===== config.mk =====
export PLATFORM = sky130hd
export DESIGN_NAME = aeolus_mc_core
export DESIGN_NICKNAME = d
export VERILOG_FILES = /design/src/rtl/aeolus_pkg.sv /design/src/rtl/aeolus_alu_n.sv /design/src/rtl/aeolus_mc_core.sv
export SDC_FILE = /design/constraint.sdc
export NUM_CORES = 1
export LEC_CHECK = 0
export ABC_AREA = 1
export ABC_CLOCK_PERIOD_IN_PS = 2050
export CORE_MARGIN = 2
export CORE_UTILIZATION = 44
export CTS_BUF_LIST = sky130_fd_sc_hd__clkbuf_4 sky130_fd_sc_hd__clkbuf_8
export CTS_CLUSTER_DIAMETER = 60
export DETAILED_ROUTE_END_ITERATION = 16
export GPL_ROUTABILITY_DRIVEN = 0
export PLACE_DENSITY = 0.68
export SETUP_SLACK_MARGIN = 0.2
export SLEW_MARGIN = 25
export SYNTH_ARGS = -nofsm -noshare
export SYNTH_HDL_FRONTEND = slang
export SYNTH_HIERARCHICAL = 1
export SYNTH_SLANG_ARGS = --single-unit
export TNS_END_PERCENT = 10

===== constraint.sdc =====
create_clock -name clk -period 2.05 [get_ports clk]
set_clock_uncertainty 0.05 [all_clocks]
set_input_delay 0.41 -clock clk [delete_from_list [all_inputs] [get_ports clk]]
set_output_delay 0.41 -clock clk [all_outputs]
set_load 0.01 [all_outputs]

===== src/rtl/aeolus_pkg.sv =====
// rtl/aeolus_pkg.sv - shared opcodes, state encoding and default parameters for the Aeolus core
package aeolus_pkg;

   localparam int DEF_DATA_W       = 4;
   localparam int DEF_ADDR_W       = 4;
   localparam bit DEF_HALT_ON_WRAP = 1'b0;

   localparam logic [3:0] OP_LDA  = 4'd0;
   localparam logic [3:0] OP_LDB  = 4'd1;
   localparam logic [3:0] OP_LDO  = 4'd2;
   localparam logic [3:0] OP_LDSA = 4'd3;
   localparam logic [3:0] OP_LDSB = 4'd4;
   localparam logic [3:0] OP_LSH  = 4'd5;
   localparam logic [3:0] OP_RSH  = 4'd6;
   localparam logic [3:0] OP_CLR  = 4'd7;
   localparam logic [3:0] OP_SNZA = 4'd8;
   localparam logic [3:0] OP_SNZS = 4'd9;
   localparam logic [3:0] OP_ADD  = 4'd10;
   localparam logic [3:0] OP_SUB  = 4'd11;
   localparam logic [3:0] OP_AND  = 4'd12;
   localparam logic [3:0] OP_OR   = 4'd13;
   localparam logic [3:0] OP_XOR  = 4'd14;
   localparam logic [3:0] OP_INV  = 4'd15;

   typedef enum logic [1:0] {
      ST_FETCH  = 2'd0,
      ST_DECODE = 2'd1,
      ST_EXEC   = 2'd2,
      ST_HALT   = 2'd3
   } state_t;

   // Only the two load opcodes wait on the operand handshake.
   function automatic logic is_load(input logic [3:0] op);
      return (op == OP_LDA) || (op == OP_LDB);
   endfunction

endpackage


===== src/rtl/aeolus_alu_n.sv =====
// rtl/aeolus_alu_n.sv - combinational ALU: accumulator/shift result plus next carry and SF
module aeolus_alu_n
   import aeolus_pkg::*;
#(
   parameter int DATA_W = DEF_DATA_W
) (
   input  logic [3:0]        i_op,
   input  logic [DATA_W-1:0] i_a,
   input  logic [DATA_W-1:0] i_b,
   input  logic [DATA_W-1:0] i_sr,
   input  logic              i_carry,
   input  logic              i_sf,
   output logic [DATA_W-1:0] o_res,
   output logic              o_carry,
   output logic              o_sf
);

   logic [DATA_W:0] w_sum;
   logic [DATA_W:0] w_diff;

   // The extra top bit of the difference is the borrow, set exactly when A < B.
   assign w_sum  = {1'b0, i_a} + {1'b0, i_b};
   assign w_diff = {1'b0, i_a} - {1'b0, i_b};

   // o_res is the new SR for shifts and the new ACC otherwise; flags pass through unless touched.
   always_comb begin
      o_res   = '0;
      o_carry = i_carry;
      o_sf    = i_sf;
      case (i_op)
         OP_LSH: begin
            o_res = {i_sr[DATA_W-2:0], 1'b0};
            o_sf  = i_sr[DATA_W-1];
         end
         OP_RSH: begin
            o_res = {1'b0, i_sr[DATA_W-1:1]};
            o_sf  = i_sr[0];
         end
         OP_ADD:  {o_carry, o_res} = w_sum;
         OP_SUB:  {o_carry, o_res} = w_diff;
         OP_AND:  o_res = i_a & i_b;
         OP_OR:   o_res = i_a | i_b;
         OP_XOR:  o_res = i_a ^ i_b;
         OP_INV:  o_res = ~i_a;
         default: o_res = '0;
      endcase
   end

endmodule


===== src/rtl/aeolus_mc_core.sv =====
// rtl/aeolus_mc_core.sv - multi-cycle Aeolus accumulator core with ROM fetch port and operand handshake
module aeolus_mc_core
   import aeolus_pkg::*;
#(
   parameter int DATA_W       = DEF_DATA_W,
   parameter int ADDR_W       = DEF_ADDR_W,
   parameter bit HALT_ON_WRAP = DEF_HALT_ON_WRAP
) (
   input  logic              clk,
   input  logic              reset,
   output logic [ADDR_W-1:0] rom_addr,
   output logic              rom_en,
   input  logic [3:0]        rom_data,
   input  logic [DATA_W-1:0] in_data,
   input  logic              in_valid,
   output logic              in_ready,
   output logic [DATA_W-1:0] out_data,
   output logic              out_valid,
   output logic              carry,
   output logic              shift_flag,
   output logic              halted,
   output logic [ADDR_W-1:0] pc
);

   state_t            r_state;
   state_t            w_state_nxt;
   logic [ADDR_W-1:0] r_pc;
   logic [3:0]        r_ir;
   logic [DATA_W-1:0] r_a, r_b, r_acc, r_sr, r_out;
   logic              r_sf, r_carry, r_out_valid;

   logic              w_is_load, w_skip, w_wrap, w_exec_done;
   logic [ADDR_W:0]   w_pc_inc;
   logic [DATA_W-1:0] w_alu_res;
   logic              w_alu_carry, w_alu_sf;

   assign w_is_load = is_load(r_ir);
   assign w_skip    = ((r_ir == OP_SNZA) && (r_a != '0)) || ((r_ir == OP_SNZS) && r_sf);
   // One extra bit catches the carry out of the PC, which is the wrap event.
   assign w_pc_inc  = {1'b0, r_pc} + (w_skip ? (ADDR_W+1)'(2) : (ADDR_W+1)'(1));
   assign w_wrap    = w_pc_inc[ADDR_W];

   aeolus_alu_n #(.DATA_W(DATA_W)) u_alu (
      .i_op    (r_ir),
      .i_a     (r_a),
      .i_b     (r_b),
      .i_sr    (r_sr),
      .i_carry (r_carry),
      .i_sf    (r_sf),
      .o_res   (w_alu_res),
      .o_carry (w_alu_carry),
      .o_sf    (w_alu_sf)
   );

   // Next-state and strobes; rom_en is masked while reset is held so the port is quiet in reset.
   always_comb begin
      w_state_nxt = r_state;
      rom_en      = 1'b0;
      in_ready    = 1'b0;
      w_exec_done = 1'b0;
      case (r_state)
         ST_FETCH: begin
            rom_en      = !reset;
            w_state_nxt = ST_DECODE;
         end
         ST_DECODE: w_state_nxt = ST_EXEC;
         ST_EXEC: begin
            in_ready    = w_is_load;
            w_exec_done = !w_is_load || in_valid;
            if (w_exec_done) begin
               w_state_nxt = (HALT_ON_WRAP && w_wrap) ? ST_HALT : ST_FETCH;
            end
         end
         ST_HALT: w_state_nxt = ST_HALT;
         default: w_state_nxt = ST_FETCH;
      endcase
   end

   // State register.
   always_ff @(posedge clk) begin
      if (reset) r_state <= ST_FETCH;
      else       r_state <= w_state_nxt;
   end

   // Datapath: IR loads in DECODE, architectural state commits only when EXEC completes.
   always_ff @(posedge clk) begin
      if (reset) begin
         r_pc        <= '0;
         r_ir        <= '0;
         r_a         <= '0;
         r_b         <= '0;
         r_acc       <= '0;
         r_sr        <= '0;
         r_out       <= '0;
         r_sf        <= 1'b0;
         r_carry     <= 1'b0;
         r_out_valid <= 1'b0;
      end else begin
         r_out_valid <= 1'b0;
         if (r_state == ST_DECODE) r_ir <= rom_data;
         if ((r_state == ST_EXEC) && w_exec_done) begin
            r_pc    <= w_pc_inc[ADDR_W-1:0];
            r_carry <= w_alu_carry;
            r_sf    <= w_alu_sf;
            case (r_ir)
               OP_LDA:  r_a <= in_data;
               OP_LDB:  r_b <= in_data;
               OP_LDO: begin
                  r_out       <= r_acc;
                  r_out_valid <= 1'b1;
               end
               OP_LDSA: r_sr <= r_a;
               OP_LDSB: r_sr <= r_b;
               OP_LSH, OP_RSH: r_sr <= w_alu_res;
               OP_CLR:  r_acc <= '0;
               OP_ADD, OP_SUB, OP_AND, OP_OR, OP_XOR, OP_INV: r_acc <= w_alu_res;
               default: ;
            endcase
         end
      end
   end

   assign rom_addr   = r_pc;
   assign pc         = r_pc;
   assign out_data   = r_out;
   assign out_valid  = r_out_valid;
   assign carry      = r_carry;
   assign shift_flag = r_sf;
   assign halted     = (r_state == ST_HALT);

endmodule


### Word level (Yosys, flattened, before mapping)

Cells that the tools add are included.

| storage, ports and cells | value |
|---|---|
| register bits after elaboration | 33 |
| input bits | 11 |
| output and inout bits | 18 |
| logic and storage cells | 75 |

| operators by class | value |
|---|---|
| add/sub/neg operators | 3 |
| equal/unequal tests | 19 |
| multiplexer cells | 12 |
| bitwise operators | 5 |
| reductions and logical operators | 25 |

Operator list:

| kind | count |
|---|---|
| $eq 4x4->1 const B | 8 |
| $pmux 4 s8 | 1 |
| $eq 4x3->1 const B | 4 |
| $reduce_and 2->1 | 7 |
| $pmux 4 s3 | 1 |
| $eq 4x2->1 const B | 2 |
| $pmux 2 s4 | 1 |
| $pmux 4 s2 | 1 |
| $reduce_bool 2->1 | 3 |
| $reduce_or 6->1 | 1 |
| $add 4x4->5 | 1 |
| $sub 4x4->5 | 1 |
| $add 4x2->4 | 1 |
| $and 4x4->4 | 1 |
| $eq 2x2->1 const B | 2 |
| $eq 4x1->1 const B | 1 |
| $logic_not 4->1 | 1 |
| $mux 1 | 4 |
| $mux 2 | 2 |
| $not 4->4 | 1 |
| $or 4x4->4 | 1 |
| $pmux 1 s2 | 2 |
| $reduce_bool 4->1 | 1 |
| $reduce_or 2->1 | 2 |
| 9 further kinds | 14 |

### Logic depth before layout (Yosys ltp)

Gate-level depths: netlist of the first run.

| depth | value |
|---|---|
| word-level depth | 8 |
| gate-level depth with buffers | 12 |
| depth with buffers taken out | 12 |

### Modules after synthesis

The synthesis of the first run kept the hierarchy.

Modules (own cells, without submodules):

| module | instances | cells each | area an instance (sq um) | seq. area each (sq um) |
|---|---|---|---|---|
| aeolus_mc_core | 1 | 247 | 1682.9 | 660.6 |
| aeolus_alu_n | 1 | 116 | 650.6 | 0.0 |

### Least setup slack after synthesis of the first run

OpenSTA, ideal clock, no wires.

| path | value |
|---|---|
| path type | flip-flop to flip-flop |
| from | register r_ir[0] |
| to | register r_pc[2] (netlist: pc[2]) |
| setup time | 132 ps |
| arrival | 1858 ps |
| required time | 1868 ps |
| slack | 10 ps |
| cell stages (with the launch flop) | 11 |
| buffers on the path | 0 |
| clock period less this slack | 2040 ps |
| path through | dfxtp_1 -> inv_1 -> nand3_1 -> inv_1 -> nor2_1 -> inv_1 -> ha_1 -> fa_1 -> xor2_1 -> nand2_1 -> a21oi_1 |

| between the ends | value |
|---|---|
| word-level cells in the longest chain between the ends | 6 |
| elaborated cells on any way between the ends | 14 |
| classes of those cells | 1 x add/sub; 3 x eq/ne; 2 x mux; 8 x reduce/logical |

Ends and longest elaborated chain:

| item | RTL line | source |
|---|---|---|
| start, declared | aeolus_mc_core.sv:28 | `logic [3:0] r_ir;` |
| start signal, assigned | aeolus_mc_core.sv:100 | `if (r_state == ST_DECODE) r_ir <= rom_data;` |
| parallel branches: the longest is 6 deep, another holds $add 4x2->4 | - |  |
| end signal, assigned | aeolus_mc_core.sv:102 | `r_pc <= w_pc_inc[ADDR_W-1:0];` |
| end, declared | aeolus_mc_core.sv:27 | `logic [ADDR_W-1:0] r_pc;` |

Parallel ways; which one is timed is not known.
A chain may end at the register's enable or synchronous reset.

### Worst setup path in the final report of the first run

| path | value |
|---|---|
| from | register r_b[0] |
| to | register r_sr[1] |

| between the ends | value |
|---|---|
| word-level cells in the longest chain between the ends | 3 |
| elaborated cells on any way between the ends | 4 |
| classes of those cells | 2 x add/sub; 2 x mux |

Ends and longest elaborated chain:

| item | RTL line | source |
|---|---|---|
| start, declared | aeolus_mc_core.sv:29 | `logic [DATA_W-1:0] r_a, r_b, r_acc, r_sr, r_out;` |
| start signal, assigned | aeolus_mc_core.sv:107 | `OP_LDB: r_b <= in_data;` |
| $sub 4x4->5 / $add 4x4->5 (equally long branches) | aeolus_alu_n.sv:23, aeolus_alu_n.sv:22 |  |
| $pmux 4 s8 (*) | aeolus_alu_n.sv:30 | `case (i_op)` |
| via w_alu_res[1] | aeolus_mc_core.sv:34 | `logic [DATA_W-1:0] w_alu_res;` |
| $pmux 4 s3 (*) | aeolus_mc_core.sv:105 | `case (r_ir)` |
| end signal, assigned | aeolus_mc_core.sv:112 | `OP_LDSA: r_sr <= r_a;` |
| end signal, assigned | aeolus_mc_core.sv:113 | `OP_LDSB: r_sr <= r_b;` |
| end signal, assigned | aeolus_mc_core.sv:114 | `OP_LSH, OP_RSH: r_sr <= w_alu_res;` |
| end, declared | aeolus_mc_core.sv:29 |  |

The timed path passes the listed nets; every way through them passes the cells marked *.

==> run metrics, run 1 <==
FILL cells 487; Worst Setup End Kind flop; combinational power share 0.218; WL/cell 12.0 µm; Synth Register Bits 33; total grt overflow 0; via/cell ratio about 4.9; CP Max Fanout 5; Max Cap Viol 0; vias 2,340; Mapped Area around 0.0023 mm²; Max-Slew Margin vs Limit 0.564; WL met3 around 290 µm; async set or reset register ratio after synthesis 0; top layer in use met4; Detailed Routing Iterations Pass 1 5; Worst-path clk slew approximately 60 ps; worst setup path start r_b[0]; Cells after DPL ~470; RR Endpoint r_sr[1]; boundary pin count 29; RR Startpoint r_b[0]; DRC marker count from the first detailed-route iteration ~180; leakage power roughly 1.3 nW; # H-tree levels 2; f_max 0.500 GHz; Row Count 26; Post-Route WL 5720 µm; internal power between 1 and 1.5 mW; Worst-Margin Slew 653 ps; top_reg_cell synth dfxtp_1; largest net degree at the start of global routing 23; cts bufs inserted 5; first-pass GRT wire length 9920 µm; Setup Crit Path Kind reg -> reg; Post-synth EDFFs 0; Min Hold Slack approximately 420 ps; Antenna Cells 0; post-detailed-route count of antenna-violating nets 0; Nets between 400 and 500; fin util 0.575; core area between 0.005 and 0.006 mm²; Critical Path RT ~2200 ps; sequential power share 0.453; flop2flop setup slack approximately 49 ps; layout cell share with drive strength beyond 1 0.162; min-delay worst type reg -> reg; Initial Util 0.457; most common cell after layout, fill and taps aside nand2_1; initial antenna violation count 0; commonest non-fill, non-tap cells in the layout nand2_1 (97), nor2_1 (51), inv_1 (47); Setup-failing EPs final 0; clock root cell clkbuf_8; crit path DAT ~2100 ps; Placement Cell Area 0.00275 mm²; clock sinks 33; worst-skew pair later-pin latency 280 ps; Setup TNS 0 ps; Post-DP HPWL 4410 µm; met2 wire length ~2500 µm; die area slightly below 0.006 mm²; cell area after layout 0.00294 mm²; Synth Instances 363; net load switching power between 0.4 and 0.5 mW; Die Span Y around 77 µm; Post-Syn Area per Cell 6.43 µm²; fin crit period 2000 ps; IR drop worst, VDD 0.000328 V; DRC Markers 0; CTS Buffer Depth 2; Chip Width between 70 and 80 µm; final hold vios 0; Clock Power Share 0.330; RSZ-0062 raised after global routing yes; status finished clean; syn_nets roughly 400; reg2reg path depth 10; crit start category flop; met1 wire length between 2000 and 3000 µm; Final period util 0.976; Seq/Total Area, Yosys 0.283; All-Layer GR Usage 0.207; input/output buffers 28; synthesis-to-finish area growth 25.8%; CTS tree built; switching share of total power 0.299; CP Capture Point r_sr[1]; YS warnings 6; final slew viol count 0; non-filler cells, final approximately 480; PwrDens between 500 and 600 mW/mm²; vias in the first global route roughly 2,200; Synth cell types 27
==> logic make-up after synthesis <==
kind of cell,after synthesis,synth area share
simple gates,202,0.381
buf+inv,63,0.108
compound gates,41,0.0928
flops,33,0.283
fa+ha+maj,22,0.128
xor+xnor,2,0.00751
==> area by class of cell <==
class / count / area [µm²] / area share
Clock buffer: 7 / 90.1 / 0.0307
Timing Repair Buffer: 45 / 402 / 0.137
Inverter: 56 / 210 / 0.0716
Sequential cell: 33 / 676 / 0.230
Multi-Input combinational cell: 267 / 1470 / 0.501
Tap cell: 70 / 87.6 / 0.0298
==> sequential cells by signal, summed over array words and instances (netlist names) <==
name        flops
out_data        4
pc              4
r_a             4
r_acc           4
r_b             4
r_ir            4
r_sr            4
r_state         2
carry           1
out_valid       1
shift_flag      1
==> worst max-delay path, stage by stage (launching register included) <==
cell and delay (ps):
dfxtp_4 370, buf_4 130, ha_2 170, fa_2 530
o31ai_2 70, nor2_1 100, nand2_1 100, nand4_1 120
nand3_1 100, nor2_1 110, nor2_1 40
==> worst min-delay path by stage <==
stage	from	endpoint	slack (ps)	depth (start not counted)
floorplan	r_acc[3]	r_acc[3]	380	2
global placement	r_acc[2]	r_acc[2]	400	2
detailed placement	r_acc[2]	r_acc[2]	410	2
CTS	r_acc[2]	r_acc[2]	420	2
global route	r_acc[0]	r_acc[0]	450	2
finish	r_acc[2]	r_acc[2]	420	2
==> power by group through the flow <==
stage / Clock [mW] / Sequential [mW] / Combinational, mW
finish: 0.498 / 0.685 / 0.329
detailed placement: 0 / 0.702 / 0.322
CTS: 0.516 / 0.687 / 0.322
global placement: 0 / 0.700 / 0.321
floorplan: 0 / 0.718 / 0.190
global route: 0.554 / 0.688 / 0.369
==> Yosys cell counts, types with 2 or more instances <==
library cell | n | share of area
nand2_1 | 98 | 0.16
nor2_1 | 53 | 0.085
inv_1 | 48 | 0.077
dfxtp_1 | 33 | 0.28
nand3_1 | 33 | 0.071
a21oi_1 | 19 | 0.041
ha_1 | 19 | 0.10
o21ai_0 | 18 | 0.039
inv_2 | 8 | 0.013
nand4_1 | 5 | 0.013
buf_4 | 4 | 0.013
fa_1 | 3 | 0.026
nor2_4 | 3 | 0.014
clkbuf_1 | 2 | 0.0032
nand2_2 | 2 | 0.0054
nor2_2 | 2 | 0.0054
o211ai_1 | 2 | 0.0064
xor2_1 | 2 | 0.0075
==> per-layer routing <==
metal	up-vias	GRT usage
li1	1227	-
met1	1020	0.281
met2	75	0.322
met3	18	0.0400
met4	0	0.0873
met5	-	0
==> through the flow <==
| stage | setup WS [ps] | total power, mW |
|---|---|---|
| 3_3_place_gp | 0.792 | 1.02 |
| 3_5_place_dp | -25.9 | 1.02 |
| 4_1_cts | 22.8 | 1.52 |
| 5_1_grt | 4.72 | 1.61 |
| 6_report | 48.8 | 1.51 |
| 2_1_floorplan | 199 | 0.907 |
==> timing repair <==
item / CTS / global route
setup endpoints to repair: 12 / 14
hold endpoints to repair: 0 / 0
pin swaps: 0 / 10
gates resized for setup: 4 / 22
setup buffers: 0 / 6
hold buffers: 0 / 0
Power figures use the tool's default switching activity.
==> run 2, diff against run 1 <==
Settings changed: CORE_UTILIZATION 44 to 30, PLACE_DENSITY 0.68 to default.
==> run metrics, run 2 (synthesis gave the netlist of run 1 again) <==
status finished clean (unchanged); final hold vios 0 (unchanged); f_max 0.514 GHz (was 0.500 GHz); final slew viol count 0 (unchanged); total grt overflow 0 (unchanged); crit path DAT 2080 ps (was 2130 ps); DRC Markers 0 (unchanged); Post-Route WL 5930 µm (was 5720 µm); clock sinks 33 (unchanged); flop2flop setup slack 100 ps (was 50 ps); clock root cell clkbuf_8 (unchanged); Final WS setup 103 ps (was 48.8 ps); Max-Slew Margin vs Limit 0.573 (was 0.564); Final period util 0.950 (was 0.976); Setup-failing EPs final 0 (unchanged); die area 0.00850 mm² (was 0.00590 mm²); multi-input combinational cell area 0.00147 mm² (about the same); IR drop worst, VDD 0.000292 V (was 0.000328 V); commonest non-fill, non-tap cells in the layout nand2_1 (98), nor2_1 (52), inv_1 (46) (was nand2_1 (97), nor2_1 (51), inv_1 (47)); Cells after DPL 501 (was 465); fin crit period 1950 ps (was 2000 ps); initial antenna violation count 0 (unchanged); Row Count 32 (was 26); Hold-fix buffers, CTS 0 (unchanged); core area 0.00765 mm² (was 0.00511 mm²); DRC marker count from the first detailed-route iteration 159 (was 179); PwrDens 506 mW/mm² (was 515 mW/mm²); pre-CTS setup slack -32.1 ps (was -25.9 ps); leakage power 1.34 nW (was 1.33 nW); CP Capture Point r_sr[2] (was r_sr[1]); Antenna Cells 0 (unchanged); worst-skew pair later-pin latency 290 ps (was 280 ps); Worst-path clk slew 70 ps (was 60 ps); # H-tree levels 2 (unchanged); All-Layer GR Usage 0.143 (was 0.207); post-detailed-route count of antenna-violating nets 0 (unchanged); most common cell after layout, fill and taps aside nand2_1 (unchanged); vias in the first global route 2,156 (was 2,193); Post-DP HPWL 4600 µm (was 4410 µm); cell area after layout 0.00300 mm² (was 0.00294 mm²); min-delay worst type reg -> reg (unchanged); fin util 0.392 (was 0.575); Max Cap Viol 0 (unchanged); Placement Cell Area 0.00282 mm² (was 0.00275 mm²); non-filler cells, final 512 (was 478); cts bufs inserted 5 (unchanged); input/output buffers 28 (unchanged); largest net degree at the start of global routing 23 (unchanged); via/cell ratio 4.60 (was 4.90); Sequential Area 678 µm² (was 676 µm²); vias 2,356 (was 2,340); Initial Util 0.305 (was 0.457); Nets 443 (was 441); WL/cell 11.6 µm (was 12.0 µm); RR Endpoint r_sr[2] (was r_sr[1]); boundary pin count 29 (unchanged); Worst Setup End Kind flop (unchanged); CTS tree built (unchanged); FILL cells 809 (was 487); worst setup path start r_b[0] (unchanged); Setup Crit Path Kind reg -> reg (unchanged); Critical Path RT 2180 ps (about the same); crit start category flop (unchanged); RR Startpoint r_b[0] (unchanged); reg2reg path depth 11 (was 10); RSZ-0062 raised after global routing yes (unchanged); Die Span Y 92.2 µm (was 76.8 µm); Chip Width 92.2 µm (was 76.8 µm); Detailed Routing Iterations Pass 1 4 (was 5); synthesis-to-finish area growth 28.4% (was 25.8%); CP Max Fanout 5 (unchanged); layout cell share with drive strength beyond 1 0.154 (was 0.162); Worst-Margin Slew 640 ps (was 653 ps); Total Power 1.52 mW (was 1.51 mW); min-delay src r_acc[2] (unchanged); first-pass GRT wire length 9700 µm (was 9920 µm); CTS Buffer Depth 2 (unchanged)
## run 2: how the worst min path moves through the flow
stage,to,slack (ps),depth (start not counted)
detailed placement,r_acc[1],400,2
finish,r_acc[2],410,2
CTS,r_acc[1],410,2
global placement,r_acc[2],400,2
floorplan,r_acc[3],380,2
global route,r_acc[0],430,2
## run 2: where the power goes
group / total, mW / leakage, nW / switching (mW) / internal, mW
registers: 0.685 / 0.272 / 0.0235 / 0.662
clock network: 0.504 / 0.0477 / 0.225 / 0.279
logic: 0.327 / 1.02 / 0.209 / 0.118
## run 2: metal layers
layer  routed length, µm  vias to the layer above  GRT usage
li1                    -                     1228          -
met1                2750                     1068      0.187
met2                2790                       56      0.240
met3                 336                        4     0.0304
met4                  47                        0     0.0361
met5                   0                        -          0
## run 2: worst max-delay path, stage by stage (launching register included)
cell and delay (ps):
dfxtp_4 370, ha_4 170, fa_2 360, or2_4 250
nand3_2 70, nand2_1 60, nor2_1 100, nand2_1 80
nand4_1 80, nand3_1 90, nor2_1 110, nor2_1 40
## run 2: cell type report
cell class,instances,share of cell area
Tap cell,102,0.0426
Timing Repair Buffer,47,0.140
Inverter,56,0.0710
Multi-Input combinational cell,267,0.490
Sequential cell,33,0.226
Clock buffer,7,0.0301
## run 2: what timing repair did
item | in CTS | in global routing
pin swaps | 0 | 8
setup buffers | 0 | 4
gates resized for setup | 7 | 16
endpoints found under the setup margin | 12 | 13
## run 2: through the flow
stage | setup TNS [ps] | hold slack, ps
final | 0 | 415
after global routing | 0 | 430
after CTS | 0 | 414
after detailed placement | -32.1 | 403
after global placement | 0 | 404
after floorplan | 0 | 385
==> run 3, diff against run 2 <==
Settings changed: ABC_AREA 1 to default.
==> run metrics, run 3 <==
Mapped Area 0.00230 mm² (was 0.00233 mm²); IR drop worst, VDD 0.000335 V (was 0.000292 V); # H-tree levels 2 (unchanged); syn_nets 294 (was 396); crit start category flop (unchanged); via/cell ratio 4.97 (was 4.60); first-pass GRT wire length 9950 µm (was 9700 µm); boundary pin count 29 (unchanged); All-Layer GR Usage 0.146 (was 0.143); Min Hold Slack 456 ps (was 415 ps); RR Endpoint r_sr[1] (was r_sr[2]); Setup-failing EPs final 5 (was 0); clock sinks 33 (unchanged); clock root cell clkbuf_8 (unchanged); cts bufs inserted 5 (unchanged); combinational power share 0.194 (was 0.216); Post-Syn Area per Cell 8.82 µm² (was 6.43 µm²); Max Cap Viol 0 (unchanged); Nets 345 (was 443); Antenna Cells 0 (unchanged); commonest non-fill, non-tap cells in the layout nor2_1 (44), buf_4 (35), mux2i_1 (25), clkdlybuf4s50_1 (25), dfxtp_1 (24) (was nand2_1 (98), nor2_1 (52), inv_1 (46)); failing checks setup timing; internal power 1.02 mW (was 1.06 mW); final slew viol count 0 (unchanged); CP Max Fanout 4 (was 5); Synth Register Bits 33 (unchanged); f_max 0.474 GHz (was 0.514 GHz); synthesis-to-finish area growth 31.4% (was 28.4%); min-delay worst type reg -> reg (unchanged); fin crit period 2110 ps (was 1950 ps); DRC Markers 0 (unchanged); reg2reg path depth 8 (was 11); fin util 0.412 (was 0.392); async set or reset register ratio after synthesis 0 (unchanged); post-detailed-route count of antenna-violating nets 0 (unchanged); RR Startpoint r_a[0] (was r_b[0]); CTS Buffer Depth 2 (unchanged); Total Power 1.46 mW (was 1.52 mW); cell area after layout 0.00302 mm² (was 0.00300 mm²); Clock Power Share 0.334 (was 0.332); Setup TNS -203 ps (was 0 ps); net load switching power 0.437 mW (was 0.458 mW); multi-input combinational cell area 0.00150 mm² (was 0.00147 mm²); Row Count 31 (was 32); RSZ-0062 raised after global routing yes (unchanged); post-synth top area share 0.287 (was 0.283); Synth cell types 54 (was 27); Sequential Area 677 µm² (was 678 µm²); vias in the first global route 2,135 (was 2,156); Post-Route WL 5780 µm (was 5930 µm); Worst-Margin Slew 567 ps (was 640 ps); pre-CTS setup slack -62.1 ps (was -32.1 ps); switching share of total power 0.299 (was 0.302); leakage power 1.27 nW (was 1.34 nW); vias 2,049 (was 2,356); total grt overflow 0 (unchanged); worst-skew pair later-pin latency 280 ps (was 290 ps); die area 0.00839 mm² (was 0.00850 mm²); count leader, synth nor2_1 (was nand2_1); core area 0.00733 mm² (was 0.00765 mm²); Detailed Routing Iterations Pass 1 5 (was 4); Chip Width 91.6 µm (was 92.2 µm); DRC marker count from the first detailed-route iteration 121 (was 159); YS warnings 6 (unchanged); top cells by area, synth dfxtp_1 (29%), mux2i_1 (11%), ha_1 (10%), nor2_1 (7.2%), fa_1 (2.6%) (was dfxtp_1 (28%), nand2_1 (16%), ha_1 (10%), nor2_1 (8.5%), inv_1 (7.7%)); Initial Util 0.314 (was 0.305); Critical Path RT 2210 ps (was 2180 ps); Post-DP HPWL 4330 µm (was 4600 µm); slowest CP cell fa_2 (was dfxtp_4); PwrDens 484 mW/mm² (was 506 mW/mm²); Die Span Y 91.6 µm (was 92.2 µm); Hold Crit Depth 2 (unchanged); final hold vios 0 (unchanged); Placement Cell Area 0.00285 mm² (was 0.00282 mm²); input/output buffers 28 (unchanged); Hold EP out_data[0] (was r_acc[2]); Synth top cells by count nor2_1 (44), dfxtp_1 (33), mux2i_1 (25) (was nand2_1 (98), nor2_1 (53), inv_1 (48)); Worst-path clk slew 70 ps (about the same); Cells after DPL 400 (was 501); Setup Crit Path Kind reg -> reg (unchanged); top_reg_cell synth dfxtp_1 (unchanged); status finished with violations (was finished clean); Synth Instances 261 (was 363); crit path cell chain ha_1, fa_2, nor2_1, a21oi_1, a31oi_1, o22ai_1, a222oi_1, a211oi_1 (was ha_4, fa_2, or2_4, nand3_2, nand2_1, nor2_1, nand2_1, nand4_1, nand3_1, nor2_1, nor2_1); largest net degree at the start of global routing 34 (was 23); Seq/Total Area, Yosys 0.287 (was 0.283); Worst Setup End Kind flop (unchanged); most common cell after layout, fill and taps aside nor2_1 (was nand2_1); CTS tree built (unchanged); layout cell share with drive strength beyond 1 0.249 (was 0.154); Post-synth EDFFs 0 (unchanged); non-filler cells, final 412 (was 512); initial antenna violation count 0 (unchanged); Max-Slew Margin vs Limit 0.618 (was 0.573); FILL cells 732 (was 809); Critical Path Max Stage Delay 530 ps (was 370 ps); crit path DAT 2260 ps (was 2080 ps); sequential power share 0.472 (was 0.452); cell taking the most area after synthesis dfxtp_1 (unchanged); Final WS setup -58.3 ps (was 103 ps); min-delay src r_acc[0] (was r_acc[2]); WL/cell 14.0 µm (was 11.6 µm); Final period util 1.03 (was 0.950); flop2flop setup slack -60 ps (was 100 ps); Hold-fix buffers, CTS 0 (unchanged)
==> run 3: cell types whose count changed after synthesis, sizes merged, moves of 5 or more <==
cell | before | now
nand2 | 101 | 8
inv | 56 | 18
nand3 | 35 | 2
mux2i | 0 | 25
nor2 | 58 | 44
a21oi | 19 | 9
o21ai | 18 | 8
buf | 5 | 14
a211oi | 0 | 7
nand3b | 0 | 5
==> run 3: worst max path at each step <==
stage,startpoint,to,cells after the start
finish,r_a[0],r_sr[1],8
detailed placement,r_a[0],r_sr[2],9
global route,r_a[0],pc[1],9
CTS,r_a[0],r_sr[2],9
global placement,r_a[0],pc[1],9
floorplan,r_a[0],r_sr[2],9
==> run 3: kinds of logic (layout without fill, tap and decap cells) <==
logic type,after synthesis,in the layout,synth area share
and+or+nand+nor,89,89,0.203
AOI/OAI and AO/OA,49,49,0.171
buffers and inverters,38,90,0.0821
DFF,33,33,0.287
muxes,25,25,0.109
adders and majority gates,22,22,0.129
xor gates and xnor gates,5,5,0.0190
==> run 3: area by class of cell <==
type	instances	area share
clock buffer	5	0.0228
clock inverter	3	0.00579
inverter	18	0.0240
multi-input combinational	190	0.498
sequential	33	0.224
tap	99	0.0410
timing repair buffer	64	0.185
==> run 3: power groups by stage <==
stage               clock, mW  sequential, mW  combinational (mW)
detailed placement          0           0.705               0.282
global placement            0           0.704               0.281
global route            0.525           0.694               0.314
finish                  0.488           0.690               0.284
CTS                     0.507           0.690               0.283
floorplan                   0           0.693               0.193
==> run 3: routing by layer <==
metal  up-vias  global-route usage  routed length, µm
met5         -                   0                  0
met4         0              0.0341                 48
met3         4              0.0207                215
met2        44               0.252               2870
met1       986               0.190               2650
li1       1015                   -                  -
==> run 3: critical path, delay by kind of cell (launching register included) <==
family          cells  cell delay, ps
compound gates      5             810
fa+ha+maj           2             760
flops               1             360
simple gates        1              50
==> run 3: repair_timing <==
action	CTS	global route
endpoints found under the setup margin	14	14
setup buffers	3	1
pin swaps	15	9
gates resized for setup	22	6
